[src/rtl/apb_cmd_sequencer.sv]
// Queues host read/write commands and issues them one at a time to an APB master,
// returning a one-cycle response strobe with read data or a timeout error.
module apb_cmd_sequencer #(
  parameter int DEPTH   = 4,
  parameter int TIMEOUT = 16
) (
  input  logic        pclk,
  input  logic        preset,
  input  logic        cmd_valid_i,
  output logic        cmd_ready_o,
  input  logic        cmd_write_i,
  input  logic [31:0] cmd_wdata_i,
  output logic [1:0]  add_o,
  output logic [31:0] wdata_o,
  input  logic        mst_ready_i,
  input  logic [31:0] mst_rdata_i,
  output logic        rsp_valid_o,
  output logic [31:0] rsp_rdata_o,
  output logic        rsp_err_o,
  output logic        busy_o
);

  localparam int PW = $clog2(DEPTH);
  localparam int CW = PW + 1;
  localparam logic [CW-1:0] DEPTH_C = CW'(DEPTH);
  localparam logic [7:0]    TO_LAST = 8'(TIMEOUT - 1);

  typedef enum logic [1:0] {S_IDLE, S_ACCESS, S_DONE} state_t;

  state_t          r_state, w_next;
  logic [32:0]     r_mem [DEPTH];
  logic [PW-1:0]   r_wptr, r_rptr;
  logic [CW-1:0]   r_count;
  logic [7:0]      r_wait;
  logic [1:0]      r_add;
  logic [31:0]     r_wdata, r_rsp_rdata;
  logic            r_rsp_valid, r_rsp_err;

  logic            w_push, w_pop, w_ack, w_tmo;
  logic [32:0]     w_head;

  assign cmd_ready_o = (r_count < DEPTH_C);
  assign w_push      = cmd_valid_i && cmd_ready_o;
  assign w_pop       = (r_state == S_IDLE) && (r_count != '0);
  assign w_head      = r_mem[r_rptr];
  // Ready takes priority over the timeout when both land on the same cycle.
  assign w_ack       = (r_state == S_ACCESS) && mst_ready_i;
  assign w_tmo       = (r_state == S_ACCESS) && !mst_ready_i && (r_wait == TO_LAST);

  assign add_o       = r_add;
  assign wdata_o     = r_wdata;
  assign rsp_valid_o = r_rsp_valid;
  assign rsp_rdata_o = r_rsp_rdata;
  assign rsp_err_o   = r_rsp_err;
  assign busy_o      = (r_state != S_IDLE) || (r_count != '0);

  always_ff @(posedge pclk or posedge preset) begin
    if (preset) r_state <= S_IDLE;
    else        r_state <= w_next;
  end

  always_comb begin
    w_next = r_state;
    case (r_state)
      S_IDLE:   if (w_pop) w_next = S_ACCESS;
      S_ACCESS: if (w_ack || w_tmo) w_next = S_DONE;
      S_DONE:   w_next = S_IDLE;
      default:  w_next = S_IDLE;
    endcase
  end

  // Storage carries no reset; occupancy is defined by the pointers and count.
  always_ff @(posedge pclk) begin
    if (w_push) r_mem[r_wptr] <= {cmd_write_i, cmd_wdata_i};
  end

  always_ff @(posedge pclk or posedge preset) begin
    if (preset) begin
      r_wptr  <= '0;
      r_rptr  <= '0;
      r_count <= '0;
    end else begin
      if (w_push) r_wptr <= r_wptr + 1'b1;
      if (w_pop)  r_rptr <= r_rptr + 1'b1;
      r_count <= r_count + CW'(w_push) - CW'(w_pop);
    end
  end

  always_ff @(posedge pclk or posedge preset) begin
    if (preset) begin
      r_wait      <= '0;
      r_add       <= 2'b00;
      r_wdata     <= '0;
      r_rsp_valid <= 1'b0;
      r_rsp_rdata <= '0;
      r_rsp_err   <= 1'b0;
    end else begin
      r_rsp_valid <= 1'b0;
      r_rsp_err   <= 1'b0;
      if (w_pop) begin
        r_add  <= w_head[32] ? 2'b11 : 2'b01;
        r_wait <= '0;
        if (w_head[32]) r_wdata <= w_head[31:0];
      end else if (w_ack) begin
        r_add       <= 2'b00;
        r_rsp_valid <= 1'b1;
        r_rsp_rdata <= (r_add == 2'b11) ? 32'h0 : mst_rdata_i;
      end else if (w_tmo) begin
        r_add       <= 2'b00;
        r_rsp_valid <= 1'b1;
        r_rsp_err   <= 1'b1;
        r_rsp_rdata <= '0;
      end else if (r_state == S_ACCESS) begin
        r_wait <= r_wait + 8'd1;
      end
    end
  end

endmodule

[config.mk]
export PLATFORM = sky130hd
export DESIGN_NAME = apb_cmd_sequencer
export DESIGN_NICKNAME = d
export VERILOG_FILES = /design/src/rtl/apb_cmd_sequencer.sv
export SDC_FILE = /design/constraint.sdc
export NUM_CORES = 1
export LEC_CHECK = 0
export CORE_ASPECT_RATIO = 0.75
export CORE_UTILIZATION = 48
export CTS_BUF_LIST = sky130_fd_sc_hd__clkbuf_16
export DETAILED_ROUTE_END_ITERATION = 6
export GPL_ROUTABILITY_DRIVEN = 0
export GPL_TIMING_DRIVEN = 0
export MAX_ROUTING_LAYER = met4
export PLACE_DENSITY_LB_ADDON = 0.08
export SLEW_MARGIN = 5
export SYNTH_ARGS = -nofsm -noshare
export SYNTH_HDL_FRONTEND = slang
export SYNTH_SLANG_ARGS = --single-unit
export TNS_END_PERCENT = 100
[constraint.sdc]
create_clock -name pclk -period 3.1 [get_ports pclk]
set_clock_uncertainty 0.15 [all_clocks]
set_input_delay 0.93 -clock pclk [delete_from_list [all_inputs] [get_ports pclk]]
set_output_delay 0.93 -clock pclk [all_outputs]
set_load 0.01 [all_outputs]
==> impl_results.md, run 1 <==
- Initial drt markers: 193
- Final worst slack: 227 ps
- Crit path max fanout: 4
- Core Util, Final: 65.0%
- Slew headroom: 55.0%
- Largest family of logic cells by synthesized area: multiplexers
- Mapped Cells: 413
- Fin. Hold Viols: 0
- Count of state elements after synthesis: 217
- Clock slew at reported path FFs: 60 ps
- Compound-Gate Fraction of Synth Area: 4.54%
- Register Area: 6090 um2
- Die span in x: 153 um
- Nets: 657
- Post-route design area: 10600 um2
- Port-buffer cells: 138
- Period utilisation layout: 92.7%
- Placed cells: 767
- Post-Syn Area: 8160 um2
- Max-Cap Viols: 0
- Layout cell share with drive strength beyond 1: 16.8%
- Hold crit path type: reg2reg
- Initial core utilization: 50.0%
- Reg2reg start: r_count[2]
- Final WL: 15.7 mm
- Final setup fails: 0
- Post-synthesis simple-gate area fraction: 3.02%
- Fmax: 348 MHz
- GRT Util Overall: 19.3%
- Final Slew Violations: 0
- CTS sink count: 217
- Slew @ Worst Pin: 675 ps
- Unrepaired setup endpoints after global routing: false
- Vias in the first global route: 4556
- CTS Buf Count: 22
- First-pass GRT wire length: 24.9 mm
- Post-synthesis mux area share: 13.5%
- CTS root buffer: clkbuf_16
- Reg2Reg Depth: 9
- Setup crit end kind: output port
- Worst Setup Start Kind: register
- Post-Synth Adder-Cell Area: 1.17%
- Num ports: 139
- Vias: 4291
- Cell variety after synth: 41
- Layout area overhead: 30.0%
- Post-CTS setup buffers: 0
- Largest net degree at the start of global routing: 37
- DR WL/cell: 19.5 um
- Multi-input gate area: 1900 um2
- Hold path startpoint: wdata_o[8]
- Die Height: 115 um
- PwrDens: 945 nW/um2
- Fin cells: 806
- Filler Cells Inserted: 1152
- Worst hold path cell count: 1
- Initial antenna violation count: 0
- Sequential share of the synthesized area: 74.7%
- Core Region: 16300 um2
- Total gr overflow: 0
- Clk_lat worst skew: 490 ps
- Crit Path Category: reg2out
- Syn_area_per_cell: 19.8 um2
- Hold Worst Slack: 338 ps
- TritonCTS clock tree: yes
- Worst setup path start: r_count[2]
- Worst IR Drop VDD: 462 uV
- Worst endpoint required time: 2020 ps
- Drt drc: 10
- Max Buffers Root-to-Sink: 3
- Failing checks: DRC
- Row cnt: 40
- Die area: 17500 um2
- Final HPWL DP: 10.1 mm
- Yosys warns: 0
- Post-Syn Nets: 489
- Status: finished, violations left
- Placed instance area: 9930 um2
- Crit path time final: 2870 ps
- Post-synthesis xor/xnor area fraction: 0.859%
- Antenna Nets Post-Route: 0
- Diode count: 0
- Leakage: 3.95 nW
- PnR Total Power: 10.0 mW
- CP arrival: 1790 ps
- # H-tree levels: 1
- Fin Setup TNS: 0 ps
- Drt pass-1 iters: 7
- Vias/cell: 5.32
- Pre-CTS setup slack: -57.2 ps
report_power, final:
part,total [mW],internal (mW),switching [mW]
logic,3.38,1.89,1.49
registers,4.18,3.84,0.343
clock network,2.46,1.42,1.04
cell families after synthesis:
family / count (synthesis)
DFF: 217
xor gates and xnor gates: 8
and+or+nand+nor: 41
adders and majority gates: 7
buffers and inverters: 31
muxes: 65
AOI/OAI and AO/OA: 44
placed cells by master, fill, tap and decap left out, types with 2 or more instances in the layout:
cell type,count
clkdlybuf4s50_1,138
edfxtp_1,132
dfrtp_1,85
mux4_2,33
a22o_1,32
mux2_1,32
clkbuf_16,23
nand3_1,11
inv_1,11
buf_6,7
nand2_1,7
buf_2,7
xnor2_1,7
clkbuf_1,6
ha_1,6
clkinv_2,6
buf_12,6
clkinv_1,5
o21ai_1,4
and2_2,4
nor2_1,3
nor3_2,2
clkinvlp_4,2
or3_1,2
o21ai_0,2
critical path, stage by stage, from the launching register on:
cell             delay [ps]
dfrtp_1                 430
nor3_2                  310
nand2_1                  80
clkdlybuf4s50_1         480
worst paths after layout:
path | endpoint | slack (ps)
max | busy_o | 230
min | wdata_o[8] | 340
max reg2reg | r_count[2] | 650
min reg2reg | wdata_o[8] | 340
max in group asynchronous | r_count[1] | 1250
min in group asynchronous | wdata_o[30] | 730
cells in the mapped netlist, drive strengths merged:
cell,n,area [um2]
nor2,4,22.5
ha,6,75.1
nor2b,1,6.26
nand3,11,55.1
nor3b,2,20.0
o211ai,2,20.0
and3,1,6.26
and4,1,8.76
nand2b,1,6.26
dfrtp,85,2130
nand2,8,37.5
xnor2,7,61.3
a21o,1,7.51
a22o,32,280
mux4,33,743
nor3,2,15.0
o31ai,1,7.51
or3,2,12.5
inv,10,37.5
and2,5,31.3
and2b,1,7.51
clkbuf,6,22.5
nand4,1,6.26
o21ai,8,55.1
fa,1,20.0
buf,15,121
or4,1,11.3
edfxtp,132,3960
xor2,1,8.76
mux2,32,360
state kept, by name (all words and copies together) (netlist names):
signal       count
add_o            2
rsp_valid_o      1
r_rptr           2
rsp_rdata_o     32
wdata_o         32
r_wait           8
rsp_err_o        1
r_mem          132
r_count          3
r_wptr           2
r_state          2
per-layer routing:
| metal | GRT usage, % | up-vias | part of all wire (%) |
|---|---|---|---|
| met5 | - | - | 0 |
| met4 | 5.05 | 0 | 2.1 |
| met3 | 3.39 | 26 | 4.3 |
| met2 | 31.1 | 115 | 48 |
| met1 | 25.7 | 2200 | 46 |
| li1 | - | 1950 | - |
cell type report:
cell class / instances / area share (%)
buffer: 21 / 1.36
clock buffer: 23 / 5.43
clock inverter: 16 / 0.920
inverter: 10 / 0.389
multi-input combinational: 165 / 17.9
sequential: 217 / 57.4
tap: 210 / 2.48
timing repair buffer: 144 / 14.2
what timing repair did:
| action | in CTS | in global routing |
|---|---|---|
| resized for setup | 0 | 1 |
| hold buffers | 0 | 0 |
| endpoints found under the setup margin | 0 | 1 |
Power figures use the tool's default switching activity.
==> inputs of run 2 (changes only) <==
- CELL_PAD_IN_SITES_DETAIL_PLACEMENT: unset -> 1
- CELL_PAD_IN_SITES_GLOBAL_PLACEMENT: unset -> 1
- CORE_MARGIN: unset -> 3
- CORE_UTILIZATION: 48 -> 41
==> impl_results.md, run 2 (synthesized netlist as in run 1, its figures left out) <==
- CTS sink count: 217 (unchanged)
- PnR Total Power: 10.2 mW (+1.9%)
- Post-route design area: 10700 um2 (+0.98%)
- Fin Setup TNS: 0 ps (unchanged)
- Die Height: 128 um (+12%)
- Final worst slack: 247 ps (+19.7 ps)
- CTS root buffer: clkbuf_16
- Reg2Reg Depth: 9 (unchanged)
- Hold crit path type: reg2reg
- Pre-CTS setup slack: -35.2 ps (+21.9 ps)
- Reg2reg start: r_count[2]
- Most frequent cells in the layout: clkdlybuf4s50_1, edfxtp_1, dfrtp_1, mux4_2
- Filler Cells Inserted: 1772 (+54%)
- Slew @ Worst Pin: 692 ps (+17.6 ps)
- Total gr overflow: 0 (unchanged)
- Initial drt markers: 212 (+9.8%)
- Commonest non-fill, non-tap cell in the layout: clkdlybuf4s50_1
- Final setup fails: 0 (unchanged)
- Layout area overhead: 31.3%
- Capture point of the worst reg-to-reg path: r_count[2]
- Comb pwr share: 33.3% (-0.4 points)
- Sequential power share: 41.0% (-0.7 points)
- First-pass GRT wire length: 27.1 mm (+8.9%)
- Worst endpoint required time: 2020 ps (about the same)
- Most flops, register: r_mem
- Row cnt: 44 (+10%)
- Internal Pwr Total: 7.28 mW (+1.8%)
- Worst setup path start: r_count[2]
- Final WL: 17.2 mm (+9.4%)
- Die span in x: 169 um (+11%)
- Met3 Use GR: 2.90% (-0.49 points)
- Grt met1 use: 22.3% (-3.4 points)
- Unrepaired setup endpoints after global routing: false
- Core Util, Final: 55.1% (-9.9 points)
- Clock slew at reported path FFs: 60 ps (about the same)
- Vias in the first global route: 4756 (+4.4%)
- Setup crit end kind: output port
- Nets: 657 (unchanged)
- Num ports: 139 (unchanged)
- Clk_lat worst skew: 500 ps (about the same)
- Drt drc: 0 (-10)
- Antenna Nets Post-Route: 0 (unchanged)
- Layout cell share with drive strength beyond 1: 16.9% (+0.14 points)
- Drt pass-1 iters: 4 (-3)
- Slew headroom: 53.8% (-1.2 points)
- Crit path max fanout: 4 (unchanged)
- Crit path time final: 2850 ps (-19.7 ps)
- Max reg flops: 132 (unchanged)
- Port-buffer cells: 138 (unchanged)
- Leakage: 3.97 nW (+0.39%)
- Max-Cap Viols: 0 (unchanged)
- Worst Setup Start Kind: register
- R2R Setup Slk: 710 ps (+60 ps)
- Hold_buf cts: 0 (unchanged)
- Core Region: 19400 um2 (+19%)
- CP endpoint: busy_o
- # H-tree levels: 1 (unchanged)
- Final HPWL DP: 11.5 mm (+13%)
- CTS Buf Count: 22 (unchanged)
- CP arrival: 1770 ps (-20 ps)
- Placed cells: 810 (+5.6%)
- Fin cells: 850 (+5.5%)
- Diode count: 0 (unchanged)
- Initial core utilization: 42.0% (-8.0 points)
- PwrDens: 953 nW/um2 (+0.88%)
- DR WL/cell: 20.2 um (+3.7%)
- GRT Util Overall: 16.7% (-2.6 points)
- Status: finished, final reports clean
- Largest net degree at the start of global routing: 33 (-11%)
- Max Buffers Root-to-Sink: 3 (unchanged)
- Busiest grt layer: met2
- Hold Worst Slack: 340 ps (+1.97 ps)
- TritonCTS clock tree: yes
- Placed instance area: 9980 um2 (+0.54%)
- P_sw: 2.93 mW (+2.0%)
- Worst hold path cell count: 1 (unchanged)
- Die area: 21600 um2 (+23%)
- Initial antenna violation count: 0 (unchanged)
- Clk network pwr share: 25.7% (+1.1 points)
- Period utilisation layout: 92.0% (-0.64 points)
- Vias/cell: 5.09 (-4.4%)
- Net Sw Frac: 28.7% (+0.036 points)
- Routing usage on met2: 27.0% (-4.1 points)
- Crit Path Category: reg2out
- Fin. Hold Viols: 0 (unchanged)
- Fmax: 350 MHz (+0.69%)
- Vias: 4325 (+0.79%)
- Final Slew Violations: 0 (unchanged)
- Worst IR Drop VDD: 493 uV (+6.9%)
## run 2: power by group through the flow
stage | Clock (mW) | Combinational (mW) | Sequential (mW)
after detailed placement | 0 | 3.49 | 4.25
after CTS | 2.71 | 3.51 | 4.20
after global routing | 2.83 | 3.72 | 4.28
after floorplan | 0 | 1.76 | 4.37
final | 2.63 | 3.40 | 4.19
after global placement | 0 | 3.36 | 4.23
## run 2: layout make-up
class,instances,area [um2],share of cell area [%]
plain buffers,21,144,1.34
clock buffers,22,551,5.14
clock inverters,18,173,1.61
inverters,10,41.3,0.385
multi-input cells,165,1900,17.7
flip-flops and latches,217,6090,56.9
well taps,253,317,2.95
repair buffers,144,1500,14.0
## run 2: worst min path at each step
stage / startpoint / to / slack (ps)
detailed placement: wdata_o[24] / wdata_o[24] / 330
global placement: wdata_o[20] / wdata_o[20] / 320
floorplan: r_count[0] / r_count[0] / 330
CTS: wdata_o[24] / wdata_o[24] / 350
finish: wdata_o[15] / wdata_o[15] / 340
global route: wdata_o[24] / wdata_o[24] / 360
## run 2: what timing repair did
item | in CTS | in global routing
setup endpoints to repair | 0 | 1
endpoints found under the hold margin | 0 | 0
resized for setup | 0 | 1
setup buffers | 0 | 0
## run 2: worst max-delay path, cell delays in order, from the launching register on
cell	delay, ps
dfrtp_1	420
nor3_2	290
nand2_1	80
clkdlybuf4s50_1	480
## run 2: layer usage
layer  vias up  part of all wire (%)
met2        89                    49
met4         0                   2.1
li1       1954                     -
met1      2252                    45
met3        30                   4.0
met5         -                     0
==> inputs of run 3 (changes only) <==
- PLACE_DENSITY: unset -> 0.78
- PLACE_DENSITY_LB_ADDON: 0.08 -> unset
- SLEW_MARGIN: 5 -> unset
==> impl_results.md, run 3 (synthesized netlist as in run 1, its figures left out) <==
- Leakage: 3.99 nW (+0.63%)
- Final WL: 17.7 mm (+3.0%)
- CTS sink count: 217 (unchanged)
- Commonest non-fill, non-tap cell in the layout: clkdlybuf4s50_1
- First-pass GRT wire length: 27.3 mm (+0.66%)
- Initial antenna violation count: 0 (unchanged)
- Die span in x: 169 um (unchanged)
- Num ports: 139 (unchanged)
- Total gr overflow: 0 (unchanged)
- # H-tree levels: 1 (unchanged)
- Hold crit path type: reg2reg
- Crit path time final: 2910 ps (+53.9 ps)
- Die Height: 128 um (unchanged)
- PwrDens: 960 nW/um2 (+0.66%)
- Placed cells: 810 (unchanged)
- Largest net degree at the start of global routing: 39 (+18%)
- Fin Setup TNS: 0 ps (unchanged)
- P_sw: 2.96 mW (+0.99%)
- Fin cells: 850 (unchanged)
- Internal Pwr Total: 7.33 mW (+0.67%)
- Die area: 21600 um2 (unchanged)
- Placed instance area: 9990 um2 (about the same)
- Worst endpoint required time: 2020 ps (about the same)
- Crit Path Category: reg2out
- Post-CTS setup buffers: 0 (unchanged)
- Layout area overhead: 31.5%
- Post-route design area: 10700 um2 (+0.10%)
- Fmax: 344 MHz (-1.9%)
- Final HPWL DP: 11.8 mm (+2.6%)
- Max reg flops: 132 (unchanged)
- Period utilisation layout: 93.8% (+1.7 points)
- GRT Util Overall: 16.8% (+0.12 points)
- CTS root buffer: clkbuf_16
- Drt pass-1 iters: 4 (unchanged)
- Vias: 4378 (+1.2%)
- Diode count: 0 (unchanged)
- Layout cell share with drive strength beyond 1: 16.8% (-0.17 points)
- TritonCTS clock tree: yes
- PnR Total Power: 10.3 mW (+0.76%)
- Vias in the first global route: 4813 (+1.2%)
- Port-buffer cells: 138 (unchanged)
- Filler Cells Inserted: 1756 (-0.90%)
- CTS Buf Count: 22 (unchanged)
- Max-Cap Viols: 0 (unchanged)
- Final Slew Violations: 0 (unchanged)
- DR WL/cell: 20.8 um (+3.0%)
- Comb pwr share: 33.4% (about the same)
- Final setup fails: 0 (unchanged)
- Unrepaired setup endpoints after global routing: false
- Max Buffers Root-to-Sink: 3 (unchanged)
- Most frequent cells in the layout: clkdlybuf4s50_1, edfxtp_1, dfrtp_1, mux4_2
- Clk network pwr share: 25.6% (about the same)
- Worst IR Drop VDD: 443 uV (-10%)
- Most flops, register: r_mem
- Pre-CTS setup slack: -49.1 ps (-13.9 ps)
- Nets: 657 (unchanged)
- Slew @ Worst Pin: 716 ps (+23.6 ps)
- Clock slew at reported path FFs: 60 ps (about the same)
- Sequential power share: 40.9% (about the same)
- CP arrival: 1830 ps (+60 ps)
- Initial core utilization: 42.0% (unchanged)
- Setup crit end kind: output port
- Antenna Nets Post-Route: 0 (unchanged)
- Slew headroom: 52.3% (-1.6 points)
- Clk_lat worst skew: 490 ps (about the same)
- Worst Setup Start Kind: register
- Final worst slack: 193 ps (-53.9 ps)
- Status: finished, final reports clean
- Initial drt markers: 281 (+33%)
- Fin. Hold Viols: 0 (unchanged)
- Vias/cell: 5.15 (+1.2%)
- Core Region: 19400 um2 (unchanged)
- Drt drc: 0 (unchanged)
- Crit path max fanout: 4 (unchanged)
- Row cnt: 44 (unchanged)
- Net Sw Frac: 28.8% (+0.066 points)
[run 3: area by class of cell]
cell class / instances / area, um2 / share of cell area (%)
Clock buffer: 23 / 576 / 5.37
Clock inverter: 17 / 151 / 1.41
Tap cell: 253 / 317 / 2.95
Buffer: 21 / 144 / 1.34
Inverter: 10 / 41.3 / 0.385
Sequential cell: 217 / 6090 / 56.8
Timing Repair Buffer: 144 / 1510 / 14.1
Multi-Input combinational cell: 165 / 1900 / 17.7
[run 3: power by group through the flow]
stage	logic (mW)	clock network (mW)	registers, mW
global placement	3.33	0	4.23
floorplan	1.76	0	4.37
detailed placement	3.50	0	4.26
CTS	3.53	2.70	4.22
finish	3.44	2.64	4.21
global route	3.74	2.84	4.30
[run 3: path summary, 6_finish.rpt]
check	start	endpoint	slack (ps)	cells past startpoint
worst max-delay path	r_count[2]	busy_o	190	3
worst min-delay path	wdata_o[21]	wdata_o[21]	340	1
worst max register to register	r_count[2]	r_count[2]	670	9
worst min register to register	wdata_o[21]	wdata_o[21]	340	1
max in group asynchronous	preset	wdata_o[8]	1310	4
min in group asynchronous	preset	wdata_o[25]	680	2
[run 3: per-stage QoR]
step	hold slack [ps]	utilization, %
2_1_floorplan	329	-
3_3_place_gp	324	50.7
3_5_place_dp	331	51.4
4_1_cts	345	55.2
5_1_grt	361	55.2
6_report	337	55.2
[run 3: critical path, stage by stage (launching register included)]
cell and delay [ps]:
dfrtp_1 430, nor3_2 320, nand2_1 100, clkdlybuf4s50_1 490
[run 3: layer usage]
layer  part of all wire, %  vias to the layer above  track usage (%)
li1                      -                     1954                -
met1                    46                     2276             23.0
met2                    48                      127             26.8
met3                   5.1                       21             3.33
met4                   1.2                        0             2.98
met5                     0                        -                -
[run 3: timing repair]
item	4_1_cts	5_1_grt
resized for setup	0	1
endpoints found under the hold margin	0	0
hold buffers	0	0
endpoints found under the setup margin	0	1
